File: src/rtl/digit_serial_adder_if.sv
// digit_serial_adder_if: operand, mode and result bundle for the digit-serial adder
interface digit_serial_adder_if #(parameter int WIDTH = 16);
  logic             start_i, sub_i, C_i, busy_o, done_o, C_o, V_o;
  logic [WIDTH-1:0] A_i, B_i, S_o;
  modport master (output start_i, sub_i, A_i, B_i, C_i, input busy_o, done_o, S_o, C_o, V_o);
  modport slave  (input start_i, sub_i, A_i, B_i, C_i, output busy_o, done_o, S_o, C_o, V_o);
endinterface

File: src/rtl/digit_serial_adder.sv
// digit_serial_adder: multi-cycle add/subtract, DIGIT bits per clock LSB first through a registered carry
module digit_serial_adder #(
  parameter int WIDTH = 16,
  parameter int DIGIT = 4
) (
  input logic                 clk_i,
  input logic                 rst_i,
  digit_serial_adder_if.slave bus
);
  localparam int N  = WIDTH / DIGIT;
  localparam int CW = N > 1 ? $clog2(N) : 1;
  if (WIDTH < 1 || DIGIT < 1 || DIGIT > WIDTH || WIDTH % DIGIT != 0) begin : g_bad_params
    $error("digit_serial_adder: illegal WIDTH/DIGIT combination");
  end
  typedef enum logic [1:0] {IDLE, RUN, DONE} state_t;
  state_t           r_state, w_next;
  logic [WIDTH-1:0] r_a, r_b, w_a_nx;
  logic             r_c, w_last, w_start;
  logic [CW-1:0]    r_cnt;
  logic [DIGIT:0]   w_dsum;
  logic [DIGIT-1:0] w_cv;
  assign w_dsum  = {1'b0, r_a[DIGIT-1:0]} + {1'b0, r_b[DIGIT-1:0]} + {{DIGIT{1'b0}}, r_c};
  // carries into each bit of the digit; the top one is the carry into the word MSB on the last digit
  assign w_cv    = r_a[DIGIT-1:0] ^ r_b[DIGIT-1:0] ^ w_dsum[DIGIT-1:0];
  // sum digits shift into the top of r_a as operand digits shift out of the bottom
  assign w_a_nx  = WIDTH'({w_dsum[DIGIT-1:0], r_a} >> DIGIT);
  assign w_last  = r_cnt == CW'(N - 1);
  assign w_start = bus.start_i && r_state != RUN;
  assign bus.busy_o = r_state == RUN;
  assign bus.done_o = r_state == DONE;
  always_comb begin
    w_next = r_state == RUN ? (w_last ? DONE : RUN) : (bus.start_i ? RUN : IDLE);
  end
  always_ff @(posedge clk_i or posedge rst_i) begin
    if (rst_i) r_state <= IDLE;
    else       r_state <= w_next;
  end
  always_ff @(posedge clk_i or posedge rst_i) begin
    if (rst_i) begin
      r_a     <= '0;
      r_b     <= '0;
      r_c     <= 1'b0;
      r_cnt   <= '0;
      bus.S_o <= '0;
      bus.C_o <= 1'b0;
      bus.V_o <= 1'b0;
    end else if (w_start) begin
      r_a   <= bus.A_i;
      r_b   <= bus.sub_i ? ~bus.B_i : bus.B_i;
      r_c   <= bus.sub_i ^ bus.C_i;
      r_cnt <= '0;
    end else if (r_state == RUN) begin
      r_a   <= w_a_nx;
      r_b   <= r_b >> DIGIT;
      r_c   <= w_dsum[DIGIT];
      r_cnt <= r_cnt + CW'(1);
      if (w_last) begin
        bus.S_o <= w_a_nx;
        bus.C_o <= w_dsum[DIGIT];
        bus.V_o <= w_dsum[DIGIT] ^ w_cv[DIGIT-1];
      end
    end
  end
endmodule

File: src/flat_wrapper.sv
// flat-port wrapper written by rule: the top's interface ports become plain ports
module digit_serial_adder_flat 
#(
  parameter int WIDTH = 16,
  parameter int DIGIT = 4
)
  (clk_i, rst_i, bus_start_i, bus_sub_i, bus_A_i, bus_B_i, bus_C_i, bus_busy_o, bus_done_o, bus_S_o, bus_C_o, bus_V_o);
  digit_serial_adder_if #(.WIDTH(WIDTH)) bus_i ();
  input logic clk_i;
  input logic rst_i;
  input wire logic [$bits(bus_i.start_i)-1:0] bus_start_i;
  input wire logic [$bits(bus_i.sub_i)-1:0] bus_sub_i;
  input wire logic [$bits(bus_i.A_i)-1:0] bus_A_i;
  input wire logic [$bits(bus_i.B_i)-1:0] bus_B_i;
  input wire logic [$bits(bus_i.C_i)-1:0] bus_C_i;
  output wire logic [$bits(bus_i.busy_o)-1:0] bus_busy_o;
  output wire logic [$bits(bus_i.done_o)-1:0] bus_done_o;
  output wire logic [$bits(bus_i.S_o)-1:0] bus_S_o;
  output wire logic [$bits(bus_i.C_o)-1:0] bus_C_o;
  output wire logic [$bits(bus_i.V_o)-1:0] bus_V_o;
  assign bus_i.start_i = bus_start_i;
  assign bus_i.sub_i = bus_sub_i;
  assign bus_i.A_i = bus_A_i;
  assign bus_i.B_i = bus_B_i;
  assign bus_i.C_i = bus_C_i;
  assign bus_busy_o = bus_i.busy_o;
  assign bus_done_o = bus_i.done_o;
  assign bus_S_o = bus_i.S_o;
  assign bus_C_o = bus_i.C_o;
  assign bus_V_o = bus_i.V_o;
  digit_serial_adder #(.WIDTH(WIDTH), .DIGIT(DIGIT)) u_core (.clk_i(clk_i), .rst_i(rst_i), .bus(bus_i));
endmodule
File: config.mk
export PLATFORM = sky130hd
export DESIGN_NAME = digit_serial_adder_flat
export DESIGN_NICKNAME = d
export VERILOG_FILES = /design/src/rtl/digit_serial_adder_if.sv /design/src/rtl/digit_serial_adder.sv /design/src/flat_wrapper.sv
export SDC_FILE = /design/constraint.sdc
export NUM_CORES = 1
export LEC_CHECK = 0
export CORE_MARGIN = 4
export CORE_UTILIZATION = 30
export CTS_CLUSTER_DIAMETER = 120
export DETAILED_ROUTE_END_ITERATION = 7
export DONT_BUFFER_PORTS = 1
export PLACE_DENSITY = 0.43
export SLEW_MARGIN = 20
export SYNTH_ARGS = -nofsm -noshare
export SYNTH_HDL_FRONTEND = slang
export SYNTH_SLANG_ARGS = --single-unit
File: constraint.sdc
create_clock -name clk_i -period 1.74 [get_ports clk_i]
set_input_delay 0.348 -clock clk_i [delete_from_list [all_inputs] [get_ports clk_i]]
set_output_delay 0.348 -clock clk_i [all_outputs]
set_load 0.01 [all_outputs]
==> load_flow_metrics.sql <==
INSERT INTO impl_metrics (metric_group, metric, value, unit) VALUES
('pwr', 'power_consumption', '5.26', 'mW'),
('floorplan', 'initial_utilization', '30.6', '%'),
('floorplan', 'die-height', '102', 'microns'),
('routing', 'post-route-drc-count', '0', ''),
('final_layout', 'final.fill_count', '904', ''),
('placed_design', 'buffer_ports.inserted', '0', ''),
('grt', 'pin_count_of_the_biggest_net_entering_global_routing', '65', ''),
('critical_path', 'crit_path_cell_trace', 'fa_2 -> fa_2 -> a21o_1 -> a21oi_2 -> xnor2_1 -> o21ai_1', ''),
('outcome', 'run_status', 'finished with violations', ''),
('timing', 'hold_viol_final', '0', ''),
('cts', 'clockBufferDepth', '2', ''),
('floorplan', 'placement_rows', '34', ''),
('synthesis', 'netlist_instances', '244', ''),
('floorplan', 'chipWidth', '102', 'microns'),
('synthesis', 'synthXorXnorAreaFrac', '6.61', '%'),
('critical_path', 'critical_path_buf_inv_count', '0', ''),
('routing', 'drt-pass1-iter-count', '5', ''),
('synthesis', 'postSynthNetCount', '287', ''),
('pwr', 'leakagePower', '1.31', 'nW'),
('grt', 'grt_pass1_vias', '1666', ''),
('timing', 'setup-violations-final', '5', ''),
('timing', 'postLayoutSetupSlackWorst', '-0.0677', 'ns'),
('routing', 'postRouteWirelength', '5510', 'microns'),
('critical_path', 'startpoint_type', 'flop', ''),
('synthesis', 'synth_area_leaders', 'sky130_fd_sc_hd__dfrtp_1 (52%), sky130_fd_sc_hd__o21ai_0 (8.5%), sky130_fd_sc_hd__nand2_1 (6.4%), sky130_fd_sc_hd__xnor2_1 (6.3%), sky130_fd_sc_hd__mux2_4 (6.2%)', ''),
('grt', 'initial_antenna_violation_count', '0', ''),
('final_layout', 'multi_input_comb_area', '1180', 'sq um'),
('synthesis', 'synth_area_per_cell', '10.9', 'sq um'),
('critical_path', 'critical_path_peak_fanout', '2', ''),
('synthesis', 'yosys_warnings', '0', ''),
('timing', 'timing.final.crit_share', '104', '%'),
('synthesis', 'synthDistinctLibCells', '26', ''),
('final_layout', 'ff_latch_area', '1380', 'sq um'),
('final_layout', 'fraction_of_final_layout_cells_with_drive_strength_greater_than_1', '16.0', '%'),
('synthesis', 'main_combinational_cell_family_by_area_after_synthesis', 'multiplexers', ''),
('timing', 'period_minus_slack', '1.81', 'ns'),
('timing', 'finalSetupTns', '-0.261', 'ns'),
('synthesis', 'synth_seq_cells', '55', ''),
('floorplan', 'die_area', '10400', 'sq um'),
('cts', 'cts_tree', 'done', ''),
('final_layout', 'final_net_count', '285', ''),
('routing', 'route.vias.total', '1623', ''),
('routing', 'wl_per_cell', '15.7', 'microns'),
('synthesis', 'simple_logic_cell_fraction_of_the_synthesized_area', '9.11', '%'),
('pwr', 'power_per_cell_area', '1820', 'nW/um^2'),
('critical_path', 'arrival', '2.01', 'ns'),
('synthesis', 'synth.cells.most_frequent', 'sky130_fd_sc_hd__dfrtp_1 (55), sky130_fd_sc_hd__nand2_1 (45), sky130_fd_sc_hd__o21ai_0 (45)', ''),
('synthesis', 'synth-seq-area-share', '51.9', '%'),
('critical_path', 'critical_path_class', 'reg -> reg', ''),
('outcome', 'violations', 'negative setup slack', ''),
('timing', 'skew', '0.0134', 'ns'),
('grt', 'grt_remaining_overflow', '0', ''),
('floorplan', 'core_area', '8680', 'sq um'),
('placed_design', 'gpl.final_weighted_congestion', '0.710', ''),
('run', 'maxCapViolCount', '0', ''),
('synthesis', 'synth_compound_area_share', '11.8', '%'),
('routing', 'via_per_inst', '4.62', ''),
('critical_path', 'timing.critical_path.max_delay_family', 'adder cells', ''),
('synthesis', 'async_reset_ff_share', '100', '%'),
('synthesis', 'post_synth_mux_area_share', '12.8', '%'),
('final_layout', 'area_delta_synth_final', '9.11', '%'),
('placed_design', 'preCtsSetupSlack', '-0.0709', 'ns'),
('timing', 'max_freq', '553', 'MHz'),
('cts', 'clock_h_tree_levels', '2', ''),
('pwr', 'vdd_drop_max', '0.627', 'mV'),
('floorplan', 'io-pin-count', '57', ''),
('synthesis', 'yosys.cell_count.top_type', 'sky130_fd_sc_hd__dfrtp_1', ''),
('synthesis', 'synth_edf_count', '0', ''),
('cts', 'clk_latency', '0.32', 'ns'),
('synthesis', 'dominantRegCellSynth', 'sky130_fd_sc_hd__dfrtp_1', ''),
('timing', 'worst_pin_slew', '0.382', 'ns');
[power by group]
group / internal [mW] / switching, mW
clock network: 0.327 / 0.448
logic: 1.05 / 1.02
registers: 1.90 / 0.522
total: 3.27 / 1.99
[cell usage in the layout, fill, tap and decap left out, drive strengths merged, types with 3 or more instances in the layout]
master  Yosys  layout
dfrtp      55      55
nand2      46      46
o21ai      45      45
xnor2      19      19
mux2i      14      14
mux2       14      14
buf        11       7
a211oi      6       6
nor2        6       6
clkbuf      6       6
ha          4       4
a21oi       4       4
nor2b       3       3
[layout make-up]
| type | instances | share of cell area, % |
|---|---|---|
| Clock inverter | 2 | 0.562 |
| Clock buffer | 6 | 2.85 |
| Tap cell | 108 | 4.67 |
| Timing Repair Buffer | 8 | 3.03 |
| Sequential cell | 55 | 47.6 |
| Inverter | 3 | 0.433 |
| Multi-Input combinational cell | 169 | 40.9 |
[per-stage QoR]
step                cell area, sq um  instances  utilization [%]
floorplan                       2660        244                -
global placement                2760        341             31.8
detailed placement              2760        341             31.8
CTS                             2870        350             33.1
global route                    2890        351             33.3
finish                          2890        351             33.3
[worst register-to-register path: cells and delay by family (launching register included)]
kind                     cells  cell delay, ns
XOR/XNOR                     1            0.13
adder cells (fa/ha/maj)      2            0.76
flip-flops                   1            0.42
AO/OA/AOI/OAI                3            0.39
[registers in the layout, indices dropped and copies added, names as in the netlist]
name	count
u_core.bus.S_o	16
u_core.r_state	2
u_core.r_cnt	2
u_core.r_c	1
u_core.bus.C_o	1
u_core.r_a	16
u_core.r_b	16
u_core.bus.V_o	1
[kinds of logic (layout without fill, tap and decap cells)]
group,count (synthesis),count (layout)
compound gates,58,58
simple gates,57,57
flops,55,55
mux,28,28
xor+xnor,20,20
buf+inv,20,19
fa+ha+maj,6,6
[timing repair]
action / in CTS / in global routing
endpoints found under the setup margin: 4 / 6
hold buffers: 1 / 0
gates resized for setup: 4 / 2
pin swaps: 0 / 3
hold endpoints to repair: 55 / 0
setup buffers: 0 / 1
[routing by layer]
layer  share of wire, %  up-vias  global-route usage, %
li1                   -      812                      -
met1                 48      761                   15.2
met2                 45       43                   17.0
met3                5.6        7                   3.21
met4                1.1        0                   3.03
met5                  0        -                      0
[path summary, 6_finish.rpt]
check | start | end | slack [ns] | depth (start not counted)
min | bus_start_i | u_core.r_b[12] | 0.14 | 1
max reg2reg | u_core.r_a[0] | u_core.bus.V_o | -0.07 | 6
max in group asynchronous | rst_i | u_core.r_b[14] | 0.95 | 3
max | u_core.r_a[0] | u_core.bus.V_o | -0.07 | 6
min reg2reg | u_core.r_b[13] | u_core.r_b[9] | 0.49 | 2
min in group asynchronous | rst_i | u_core.bus.S_o[11] | 0.53 | 3
No activity file was read; power rests on OpenSTA's default activity.
